<file path="src/rtl/display_arb.sv">
// display_arb -- scan sequencer and two-requester arbiter for the 4-digit
// 14-segment display path.
//
// Generates the digit-scan tick, the digit index and the frame boundary, and
// shares the single display between two 16-bit BCD sources. Ownership and the
// displayed value change only on frame boundaries, so one frame never shows a
// mix of two sources.
//
// Parameters:
//   PRESCALE     clk cycles per digit step (>= 2); period of scan_tick
//   HOLD_FRAMES  minimum completed frames a grant is kept while the other
//                side requests (>= 1)
//
// Ports:
//   clk         system clock, all state on posedge
//   rst_n       asynchronous active-low reset
//   req0/req1   requester wants the display (level)
//   bcds0/bcds1 requester value, 4 BCD nibbles, [3:0] = rightmost digit
//   blink       (DISPLAY_ARB_BLINK_EN only) blank every other 16 frames
//   gnt0/gnt1   requester owns the display (never both high)
//   bcds_out    frame-latched value fed to the segment decoder
//   dig_sel     active digit index, 0 = rightmost
//   scan_tick   one-cycle pulse per digit step
//   frame_done  one-cycle pulse when dig_sel wraps 3 -> 0
//
// Optional feature macro: DISPLAY_ARB_BLINK_EN
//   Adds the blink input and a 5-bit frame counter. While blink=1 and counter
//   bit 4 is set, bcds_out reads all-dark; the latched value is kept intact.

module display_arb #(
    parameter int unsigned PRESCALE    = 16,
    parameter int unsigned HOLD_FRAMES = 8
) (
    input  logic        clk,
    input  logic        rst_n,
    input  logic        req0,
    input  logic [15:0] bcds0,
    input  logic        req1,
    input  logic [15:0] bcds1,
`ifdef DISPLAY_ARB_BLINK_EN
    input  logic        blink,
`endif
    output logic        gnt0,
    output logic        gnt1,
    output logic [15:0] bcds_out,
    output logic [1:0]  dig_sel,
    output logic        scan_tick,
    output logic        frame_done
);

    localparam int unsigned      CW       = (PRESCALE > 1) ? $clog2(PRESCALE) : 1;
    localparam int unsigned      HW       = $clog2(HOLD_FRAMES + 1);
    localparam logic [CW-1:0]    CNT_MAX  = CW'(PRESCALE - 1);
    localparam logic [HW-1:0]    HOLD_SAT = HW'(HOLD_FRAMES);
    localparam logic [15:0]      DARK     = 16'hFFFF;

    typedef enum logic [1:0] {
        IDLE,
        OWN0,
        OWN1
    } state_t;

    // ------------------------------------------------------------------
    // Prescaler and digit scan
    // ------------------------------------------------------------------
    logic [CW-1:0] cnt_q, cnt_d;
    logic [1:0]    dig_sel_q;
    logic          scan_tick_q;
    logic          frame_done_q;
    logic          boundary;
    logic          frame_bnd;

    assign boundary  = (cnt_q == CNT_MAX);
    assign frame_bnd = boundary && (dig_sel_q == 2'd3);

    always_comb begin
        cnt_d = cnt_q + 1'b1;
        if (boundary) begin
            cnt_d = '0;
        end
    end

    always_ff @(posedge clk or negedge rst_n) begin
        if (!rst_n) begin
            cnt_q        <= '0;
            dig_sel_q    <= '0;
            scan_tick_q  <= 1'b0;
            frame_done_q <= 1'b0;
        end else begin
            cnt_q        <= cnt_d;
            scan_tick_q  <= boundary;
            frame_done_q <= frame_bnd;
            if (boundary) begin
                dig_sel_q <= dig_sel_q + 2'd1;
            end
        end
    end

    // ------------------------------------------------------------------
    // Arbiter
    // ------------------------------------------------------------------
    state_t        state_q, state_d;
    logic          gnt0_q, gnt1_q;
    logic [15:0]   bcds_q;
    logic [HW-1:0] hold_q;
    logic          last_q;       // side granted most recently; the other wins a tie from IDLE
    logic          hold_expired;

    assign hold_expired = (32'(hold_q) + 32'd1 >= HOLD_FRAMES);

    always_comb begin
        state_d = state_q;
        unique case (state_q)
            IDLE: begin
                if (req0 && req1) begin
                    state_d = last_q ? OWN0 : OWN1;
                end else if (req0) begin
                    state_d = OWN0;
                end else if (req1) begin
                    state_d = OWN1;
                end
            end
            OWN0: begin
                if (!req0) begin
                    state_d = req1 ? OWN1 : IDLE;
                end else if (req1 && hold_expired) begin
                    state_d = OWN1;
                end
            end
            OWN1: begin
                if (!req1) begin
                    state_d = req0 ? OWN0 : IDLE;
                end else if (req0 && hold_expired) begin
                    state_d = OWN0;
                end
            end
            default: state_d = IDLE;
        endcase
    end

    // All arbiter outputs are registered and only move on the frame
    // boundary edge, the same edge that raises frame_done.
    always_ff @(posedge clk or negedge rst_n) begin
        if (!rst_n) begin
            state_q <= IDLE;
            gnt0_q  <= 1'b0;
            gnt1_q  <= 1'b0;
            bcds_q  <= DARK;
            hold_q  <= '0;
            last_q  <= 1'b1;
        end else if (frame_bnd) begin
            state_q <= state_d;
            unique case (state_d)
                OWN0: begin
                    gnt0_q <= 1'b1;
                    gnt1_q <= 1'b0;
                    bcds_q <= bcds0;
                    last_q <= 1'b0;
                    if (state_q != OWN0) begin
                        hold_q <= '0;
                    end else if (hold_q != HOLD_SAT) begin
                        hold_q <= hold_q + 1'b1;
                    end
                end
                OWN1: begin
                    gnt0_q <= 1'b0;
                    gnt1_q <= 1'b1;
                    bcds_q <= bcds1;
                    last_q <= 1'b1;
                    if (state_q != OWN1) begin
                        hold_q <= '0;
                    end else if (hold_q != HOLD_SAT) begin
                        hold_q <= hold_q + 1'b1;
                    end
                end
                default: begin
                    gnt0_q <= 1'b0;
                    gnt1_q <= 1'b0;
                    bcds_q <= DARK;
                end
            endcase
        end
    end

    // ------------------------------------------------------------------
    // Outputs
    // ------------------------------------------------------------------
    assign gnt0       = gnt0_q;
    assign gnt1       = gnt1_q;
    assign dig_sel    = dig_sel_q;
    assign scan_tick  = scan_tick_q;
    assign frame_done = frame_done_q;

`ifdef DISPLAY_ARB_BLINK_EN
    logic [4:0] frame_cnt_q;

    always_ff @(posedge clk or negedge rst_n) begin
        if (!rst_n) begin
            frame_cnt_q <= '0;
        end else if (frame_bnd) begin
            frame_cnt_q <= frame_cnt_q + 5'd1;
        end
    end

    // Blanking is applied after the latch so the owner's value survives the
    // dark half of the blink period untouched.
    assign bcds_out = (blink && frame_cnt_q[4]) ? DARK : bcds_q;
`else
    assign bcds_out = bcds_q;
`endif

endmodule
</file>
<file path="config.mk">
export PLATFORM = sky130hd
export DESIGN_NAME = display_arb
export DESIGN_NICKNAME = d
export VERILOG_FILES = /design/src/rtl/display_arb.sv
export SDC_FILE = /design/constraint.sdc
export NUM_CORES = 1
export LEC_CHECK = 0
export ABC_CLOCK_PERIOD_IN_PS = 2870
export BUFFER_PORTS_ARGS = -buffer_cell sky130_fd_sc_hd__buf_2
export CAP_MARGIN = 5
export CORE_MARGIN = 2
export CORE_UTILIZATION = 45
export CTS_CLUSTER_DIAMETER = 200
export DETAILED_ROUTE_END_ITERATION = 10
export GPL_ROUTABILITY_DRIVEN = 0
export MAX_ROUTING_LAYER = met4
export PLACE_DENSITY = 0.83
export SYNTH_ARGS = -nofsm -noshare
export SYNTH_HDL_FRONTEND = slang
export SYNTH_SLANG_ARGS = --single-unit
export TNS_END_PERCENT = 100
</file>
<file path="constraint.sdc">
create_clock -name clk -period 2.87 [get_ports clk]
set_input_delay 0.574 -clock clk [delete_from_list [all_inputs] [get_ports clk]]
set_output_delay 0.574 -clock clk [all_outputs]
set_load 0.1 [all_outputs]
</file>
==> flow_metrics.tcl, run 1 <==
set metrics [dict create \
    clk_latency_ns 0.35 \
    cts_tree "done" \
    drive_above_1_share 0.4208 \
    die-area_sq_mm 0.004135 \
    synth_edf_count 0 \
    ff2ff_path_depth 10 \
    drc 0 \
    synth_warnings 0 \
    pwr-share-clk 0.423 \
    sw_frac_of_total 0.2041 \
    worst_pin_slew_ns 0.6870 \
    io_buffers 57 \
    ys_ff_latch 33 \
    drt_iter0_drc 123 \
    slew_violations 0 \
    antenna_found_initial 0 \
    worstSetupStartpointType "register" \
    grt_pass1_vias 1158 \
    dr_total_vias 1399 \
    grt_util_all_layers 0.1844 \
    synthArstFlopShare 1.000 \
    p_sw_mw 0.1777 \
    period_needed_ns 2.719 \
    end_kind "register" \
    first_pass_iters 4 \
    start_util 0.4791 \
    hold_class "primary input to async pin" \
    vias_per_cell 5.240 \
    setup-violations-final 0 \
    yosysUniqueCellTypes 30 \
    run_status "finished, final reports clean" \
    comb_power_share 0.042 \
    slew_headroom 0.5420 \
    worst-endpoint-required_ns 3.11 \
    cp-startpoint "hold_q[0]" \
    numCtsBuffers 5 \
    synthTopCellsByCount "nand2_1, o21ai_0, dfstp_2" \
    clk_pin_slew_ns 0.11 \
    num_io_pins 58 \
    coreArea_sq_mm 0.003416 \
    synthFlopType "dfstp_2" \
    internal_power_mw 0.6929 \
    power_density_mw_per_mm2 426.1 \
    grt_max_degree 34 \
    dp_hpwl_microns 2514 \
    ff2ff_setup_slack_ns 0.15 \
    grt_remaining_overflow 0 \
    crit_slowest_cell "dfrtp_1" \
    num_rows 21 \
    clockRootBuffer "clkbuf_4" \
    max_cap_violations 0 \
    setup_tns_ns 0 \
    p_seq_frac 0.535 \
    synth.most_common_cell "nand2_1" \
    p_leak_nw 1.022 \
    fp.dieW_microns 64.31 \
    num-nets-final 262 \
    syn_inst 162 \
    ir_drop_uv 240.2 \
    crit_type "register to register" \
    antenna_left 0 \
    reg2reg_from "hold_q[0]" \
    yosys.area.top_type_share 0.2729 \
    synth_area_sq_mm 0.001637 \
    clock-sinks 33 \
    avgSynthCellArea_sq_um 10.10 \
    fill_cells 296 \
    finalHoldViolCount 0 \
    wl_microns 3505 \
    synth_largest_area_cell "dfstp_2" \
    utilization 0.5982 \
    area_delta_synth_final_pct 24.85 \
    grt_pass1_wl_microns 5644 \
    fin_crit_sh 0.9473 \
    clock_skew_ns 0.01128 \
    h-tree-depth 2 \
    arrival_ns 2.96 \
    synth_nets 204 \
    timing.fmax_mhz 367.8 \
    crit_fanout 19 \
    wire_per_inst_microns 13.13 \
    cpPeakStageDelay_ns 0.43 \
    crit_chain "ha_1 > nand2b_1 > mux2i_2 > mux2i_2 > or2_1 > ha_1 > buf_4 > nand3b_1 > a21o_1 > o31ai_1" \
    synth_area_leaders "dfstp_2, dfrtp_1, a221oi_1, o21ai_0, nand2_1" \
    dieHeight_microns 64.31 \
    n_antenna_cell 0 \
    ctsLongestPathBuffers 2 \
    r2r-end "hold_q[0]" \
    ys_seq_area_frac 0.5176 \
    grt_setup_unrepaired "no" \
]
power groups by stage:
stage               clock, mW  sequential, mW  combinational [mW]
global route            0.393           0.466              0.0407
global placement            0           0.474              0.0348
floorplan                   0           0.474             0.00265
CTS                     0.374           0.466              0.0356
detailed placement          0           0.474              0.0353
finish                  0.368           0.466              0.0366
sequential cells by signal, summed over array words and instances (netlist names), 2 cells and up:
register,flops
bcds_out,16
cnt_q,4
hold_q,4
state_q,2
dig_sel,2
worst max-delay path, delay by kind of cell, from the launching register on:
kind            cells  cell delay (ns)
fa+ha+maj           2             0.41
mux                 2             0.57
flops               1             0.43
compound gates      2             0.49
buf+inv             1             0.23
simple gates        3             0.49
logic make-up after synthesis:
kind of cell / Yosys count / share of synthesized area
flops: 33 / 0.5176
mux: 5 / 0.03440
fa+ha+maj: 6 / 0.04587
xor+xnor: 2 / 0.01071
compound gates: 52 / 0.2080
buf+inv: 16 / 0.04970
simple gates: 48 / 0.1338
layout make-up:
| type | instances | area [sq um] | area share |
|---|---|---|---|
| flip-flops and latches | 33 | 847.1 | 0.4146 |
| multi-input cells | 113 | 711.9 | 0.3484 |
| repair buffers | 62 | 322.8 | 0.1580 |
| well taps | 46 | 57.56 | 0.02817 |
| clock buffers | 7 | 55.05 | 0.02694 |
| clock inverters | 1 | 30.03 | 0.01470 |
| inverters | 5 | 18.77 | 0.009186 |
layout by cell type (no fill, tap or decap), types with 5 or more instances in the layout:
cell,n
dfstp_2,17
dfrtp_1,16
ha_1,6
buf_4,5
inv_1,5
o21ai_0,26
a221oi_1,16
clkbuf_4,5
o31ai_1,5
buf_2,57
nor2_1,6
nand2_1,31
repair_timing:
item,in CTS,in global routing
buffers inserted,0,1
hold buffers,0,0
resized for setup,0,1
setup endpoints to repair,0,2
through the flow:
step                      power [mW]  setup WS, ns  hold WS (ns)  instances  instance area, sq um
after floorplan               0.4768        0.4008        0.2784        162                  1637
after global placement        0.5088        0.3359        0.4586        258                  1947
after detailed placement      0.5094        0.2072        0.4605        258                  1947
after CTS                     0.8759        0.1294        0.2755        266                  2032
after global routing          0.9001     0.0004827        0.3127        267                  2043
final                         0.8706        0.1514        0.2623        267                  2043
worst max-delay path by stage:
| stage | endpoint | slack [ns] | depth (start not counted) |
|---|---|---|---|
| 6_report | hold_q[0] | 0.15 | 10 |
| 5_1_grt | hold_q[0] | 0.0005 | 11 |
| 4_1_cts | hold_q[0] | 0.13 | 10 |
| 3_5_place_dp | hold_q[0] | 0.21 | 9 |
| 3_3_place_gp | hold_q[0] | 0.34 | 9 |
| 2_1_floorplan | hold_q[0] | 0.40 | 10 |
metal layers:
| metal | vias to the layer above | part of all wire | global-route usage |
|---|---|---|---|
| met5 | - | 0 | - |
| met4 | 0 | 0.023 | 0.08777 |
| met3 | 8 | 0.040 | 0.02641 |
| met2 | 48 | 0.48 | 0.2734 |
| met1 | 645 | 0.45 | 0.2503 |
| li1 | 698 | - | - |
No activity file was read; power rests on OpenSTA's default activity.
==> inputs of run 2 (changes only) <==
--- a/config.mk
+++ b/config.mk
@@ -8,13 +8,15 @@
 export ABC_CLOCK_PERIOD_IN_PS = 2870
 export BUFFER_PORTS_ARGS = -buffer_cell sky130_fd_sc_hd__buf_2
 export CAP_MARGIN = 5
+export CELL_PAD_IN_SITES_DETAIL_PLACEMENT = 1
+export CELL_PAD_IN_SITES_GLOBAL_PLACEMENT = 1
 export CORE_MARGIN = 2
-export CORE_UTILIZATION = 45
+export CORE_UTILIZATION = 36
 export CTS_CLUSTER_DIAMETER = 200
 export DETAILED_ROUTE_END_ITERATION = 10
 export GPL_ROUTABILITY_DRIVEN = 0
 export MAX_ROUTING_LAYER = met4
-export PLACE_DENSITY = 0.83
+export PLACE_DENSITY = 0.88
 export SYNTH_ARGS = -nofsm -noshare
 export SYNTH_HDL_FRONTEND = slang
 export SYNTH_SLANG_ARGS = --single-unit
==> flow_metrics.tcl, run 2 (same netlist as run 1, synthesis figures left out) <==
set metrics [dict create \
    grt_pass1_vias 1449 \
    area_delta_synth_final_pct 26.22 \
    num_rows 24 \
    ff2ff_setup_slack_ns 0.15 \
    utilization 0.4744 \
    timing.fmax_mhz 367.5 \
    crit_fanout 5 \
    num_io_pins 58 \
    cp-startpoint "hold_q[0]" \
    clockRootBuffer "clkbuf_8" \
    worstSetupEndpoint "hold_q[0]" \
    max_cap_violations 0 \
    ff2ff_path_depth 9 \
    seqCellArea_sq_um 847.1 \
    wire_per_inst_microns 15.97 \
    wl_microns 4359 \
    h-tree-depth 2 \
    final_cell_mix "buf_2, nand2_1, o21ai_0" \
    fin_crit_sh 0.9481 \
    dieHeight_microns 71.43 \
    clk_pin_slew_ns 0.07 \
    io_buffers 57 \
    ir_drop_uv 351.1 \
    coreArea_sq_mm 0.004354 \
    first_pass_iters 4 \
    antenna_found_initial 0 \
    start_util 0.3759 \
    cp_common_cell "ha_1" \
    r2r-end "hold_q[0]" \
    grt_util_all_layers 0.1831 \
    mostFrequentLayoutCell "buf_2" \
    drive_above_1_share 0.4344 \
    worst-endpoint-required_ns 3.07 \
    reg2reg_from "hold_q[0]" \
    run_status "finished, final reports clean" \
    num-nets-final 262 \
    dp_hpwl_microns 3116 \
    n_antenna_cell 0 \
    power_density_mw_per_mm2 413.6 \
    fp.dieW_microns 71.43 \
    cts_tree "done" \
    hold_class "primary input to async pin" \
    drc 0 \
    instances_no_fill 273 \
    multi_input_comb_area_sq_um 721.9 \
    period_needed_ns 2.721 \
    drt_iter0_drc 52 \
    numCtsBuffers 5 \
    die-area_sq_mm 0.005102 \
    crit_chain "ha_1 > nand2b_1 > mux2i_2 > mux2i_1 > nor2_1 > ha_1 > or3b_4 > a21o_1 > o31ai_1" \
    dr_total_vias 1463 \
    largest_reg_flops 16 \
    setup_tns_ns 0 \
    end_kind "register" \
    worst_pin_slew_ns 0.7343 \
    finalHoldViolCount 0 \
    slew_violations 0 \
    grt_remaining_overflow 0 \
    clock_skew_ns 0.005246 \
    ctsLongestPathBuffers 2 \
    slew_headroom 0.5104 \
    p_leak_nw 1.026 \
    postCtsHoldBufs 0 \
    crit_type "register to register" \
    grt_pass1_wl_microns 6920 \
    cpPeakStageDelay_ns 0.43 \
    grt_max_degree 34 \
    clk_latency_ns 0.29 \
    arrival_ns 2.92 \
    antenna_left 0 \
    worstSetupStartpointType "register" \
    clock-sinks 33 \
    crit_slowest_cell "or3b_4" \
    fill_cells 526 \
    setup-violations-final 0 \
    place_inst 263 \
    vias_per_cell 5.359 \
]
==> run 2: changes by cell type in the layout (fill, tap and decap cells not counted), sizes merged <==
cell      change
clkbuf        -2
clkinv        +2
clkinvlp      +1
bufinv        -1
==> run 2: area by class of cell <==
type,count,share of cell area
Clock inverter,3,0.008480
Timing Repair Buffer,62,0.1581
Inverter,5,0.009085
Multi-Input combinational cell,113,0.3495
Sequential cell,33,0.4101
Clock buffer,5,0.03331
Tap cell,52,0.03150
==> run 2: power by group <==
part	internal [mW]	switching, mW	total [mW]
clock	0.167	0.184	0.351
combinational	0.0181	0.0191	0.0372
sequential	0.466	0	0.466
total	0.652	0.203	0.854
==> run 2: stage by stage <==
step	setup WS [ns]	instance area, sq um	hold slack [ns]	total power [mW]
6_report	0.1490	2066	0.3395	0.8544
5_1_grt	-0.004192	2066	0.3878	0.8898
4_1_cts	0.1909	2033	0.3620	0.8652
3_5_place_dp	0.2041	1947	0.4740	0.5114
3_3_place_gp	0.3199	1947	0.4645	0.5102
2_1_floorplan	0.4008	1637	0.2784	0.4768
==> run 2: how the worst min path moves through the flow <==
stage | from | slack, ns | cells after the start | end
after floorplan | rst_n | 0.28 | 0 | cnt_q[0]
after global placement | gnt0 | 0.46 | 2 | gnt0
after detailed placement | bcds_out[9] | 0.47 | 2 | bcds_out[9]
after CTS | rst_n | 0.36 | 1 | dig_sel[1]
after global routing | rst_n | 0.39 | 1 | dig_sel[1]
final | rst_n | 0.34 | 1 | dig_sel[1]
==> run 2: worst max-delay path, delay by kind of cell (launching register included) <==
family	cells	cell delay [ns]
compound gates	2	0.50
fa+ha+maj	2	0.47
flops	1	0.42
mux	2	0.56
simple gates	3	0.68
==> run 2: per-layer routing <==
layer	global-route usage	share of wire	vias up
met5	-	0	-
met3	0.04079	0.045	4
li1	-	-	693
met1	0.2289	0.43	720
met2	0.2860	0.51	46
met4	0.07966	0.017	0
==> run 2: what timing repair did <==
action / CTS / global route
resized for setup: 0 / 4
setup endpoints to repair: 0 / 3
buffers inserted: 0 / 2
==> inputs of run 3 (changes only) <==
--- a/config.mk
+++ b/config.mk
@@ -16,7 +16,7 @@
 export DETAILED_ROUTE_END_ITERATION = 10
 export GPL_ROUTABILITY_DRIVEN = 0
 export MAX_ROUTING_LAYER = met4
-export PLACE_DENSITY = 0.88
+export PLACE_DENSITY = 0.76
 export SYNTH_ARGS = -nofsm -noshare
 export SYNTH_HDL_FRONTEND = slang
 export SYNTH_SLANG_ARGS = --single-unit
==> flow_metrics.tcl, run 3 (same netlist as run 1, synthesis figures left out) <==
set metrics [dict create \
    worst_pin_slew_ns 0.7255 \
    start_util 0.3759 \
    grt_util_all_layers 0.1757 \
    timing.fmax_mhz 372.9 \
    n_antenna_cell 0 \
    fp.dieW_microns 71.43 \
    crit_fanout 5 \
    grt_pass1_wl_microns 6789 \
    numCtsBuffers 5 \
    largest_reg_flops 16 \
    dp_hpwl_microns 2865 \
    ff2ff_setup_slack_ns 0.19 \
    slew_headroom 0.5163 \
    drive_above_1_share 0.4273 \
    worst-endpoint-required_ns 3.06 \
    die-area_sq_mm 0.005102 \
    finalHoldViolCount 0 \
    grt_max_degree 34 \
    crit_chain "ha_1 > nand2b_1 > mux2i_2 > mux2i_1 > nor2_1 > ha_1 > or3b_4 > a21o_1 > o31ai_2" \
    slew_violations 0 \
    instances_no_fill 272 \
    setup-violations-final 0 \
    setup_tns_ns 0 \
    clock-sinks 33 \
    crit_slowest_cell "dfrtp_1" \
    cpPeakStageDelay_ns 0.43 \
    h-tree-depth 2 \
    mostFrequentLayoutCell "buf_2" \
    fin_crit_sh 0.9344 \
    wl_microns 4015 \
    end_kind "register" \
    io_buffers 57 \
    final_cell_mix "buf_2, nand2_1, o21ai_0" \
    crit_type "register to register" \
    grt_pass1_vias 1403 \
    antenna_found_initial 0 \
    grt_remaining_overflow 0 \
    num_io_pins 58 \
    dr_total_vias 1377 \
    hold_class "primary input to async pin" \
    p_leak_nw 1.036 \
    clk_latency_ns 0.28 \
    place_inst 264 \
    drc 0 \
    vias_per_cell 5.063 \
    clk_pin_slew_ns 0.06 \
    cts_tree "done" \
    wire_per_inst_microns 14.76 \
    antenna_left 0 \
    clockRootBuffer "clkbuf_8" \
    ctsLongestPathBuffers 2 \
    area_delta_synth_final_pct 27.83 \
    run_status "finished, final reports clean" \
    period_needed_ns 2.682 \
    cp_common_cell "ha_1" \
    arrival_ns 2.87 \
    max_cap_violations 0 \
    num_rows 24 \
    clock_skew_ns 0.002903 \
    dieHeight_microns 71.43 \
    drt_iter0_drc 66 \
    worstSetupStartpointType "register" \
    num-nets-final 261 \
    power_density_mw_per_mm2 454.4 \
    coreArea_sq_mm 0.004354 \
    first_pass_iters 4 \
    ir_drop_uv 163.1 \
    fill_cells 535 \
    grt_setup_unrepaired "no" \
]
run 3: changes by cell type in the layout (fill, tap and decap cells not counted), sizes merged:
cell      change
bufinv        +1
clkbuf        +2
buf           -1
clkinv        -2
clkinvlp      -1
run 3: worst max-delay path, delay by kind of cell, from the launching register on:
family	cells	cell delay [ns]
multiplexers	2	0.55
adder cells (fa/ha/maj)	2	0.47
AND/OR/NAND/NOR	3	0.67
AO/OA/AOI/OAI	2	0.47
flip-flops	1	0.43
run 3: repair_timing:
action / CTS / global route
setup endpoints to repair: 0 / 4
setup buffers: 0 / 0
resized for setup: 0 / 5
hold endpoints to repair: 0 / 0
hold buffers: 0 / 0
run 3: through the flow:
stage	hold slack, ns	cell area [sq um]	utilization	power [mW]	setup slack, ns
after CTS	0.3725	2071	0.4756	0.9654	0.1433
after global routing	0.3975	2092	0.4805	0.9915	0.007071
after global placement	0.4567	1954	0.4489	0.5096	0.3084
after floorplan	0.2784	1637	-	0.4768	0.4008
after detailed placement	0.4664	1954	0.4489	0.5104	0.2399
final	0.3416	2092	0.4805	0.9507	0.1882
run 3: layout make-up:
class                   instances  area (sq um)  area share
inverters                       5         18.77    0.008971
clock buffers                   7         86.33     0.04127
multi-input cells             113         721.9      0.3451
repair buffers                 61         322.8      0.1543
clock inverters                 1         30.03     0.01435
flip-flops and latches         33         847.1      0.4049
well taps                      52         65.06     0.03110
run 3: where the power goes:
group / total (mW) / internal (mW) / switching [mW]
Sequential: 0.466 / 0.466 / 0
Clock: 0.448 / 0.283 / 0.165
Combinational: 0.0359 / 0.0180 / 0.0179
run 3: final timing paths:
kind                              start      endpoint  depth (start not counted)
max in group asynchronous         rst_n    frame_done                          1
min in group clk           bcds_out[11]  bcds_out[11]                          2
hold reg to reg            bcds_out[11]  bcds_out[11]                          2
setup reg to reg              hold_q[0]     hold_q[0]                          9
setup / recovery              hold_q[0]     hold_q[0]                          9
hold / removal                    rst_n     hold_q[3]                          1
run 3: layer usage:
metal,up-vias,global-route usage,part of all wire
li1,691,-,-
met1,643,0.2302,0.46
met2,34,0.2593,0.48
met3,9,0.04782,0.050
met4,0,0.06918,0.015
met5,-,-,0
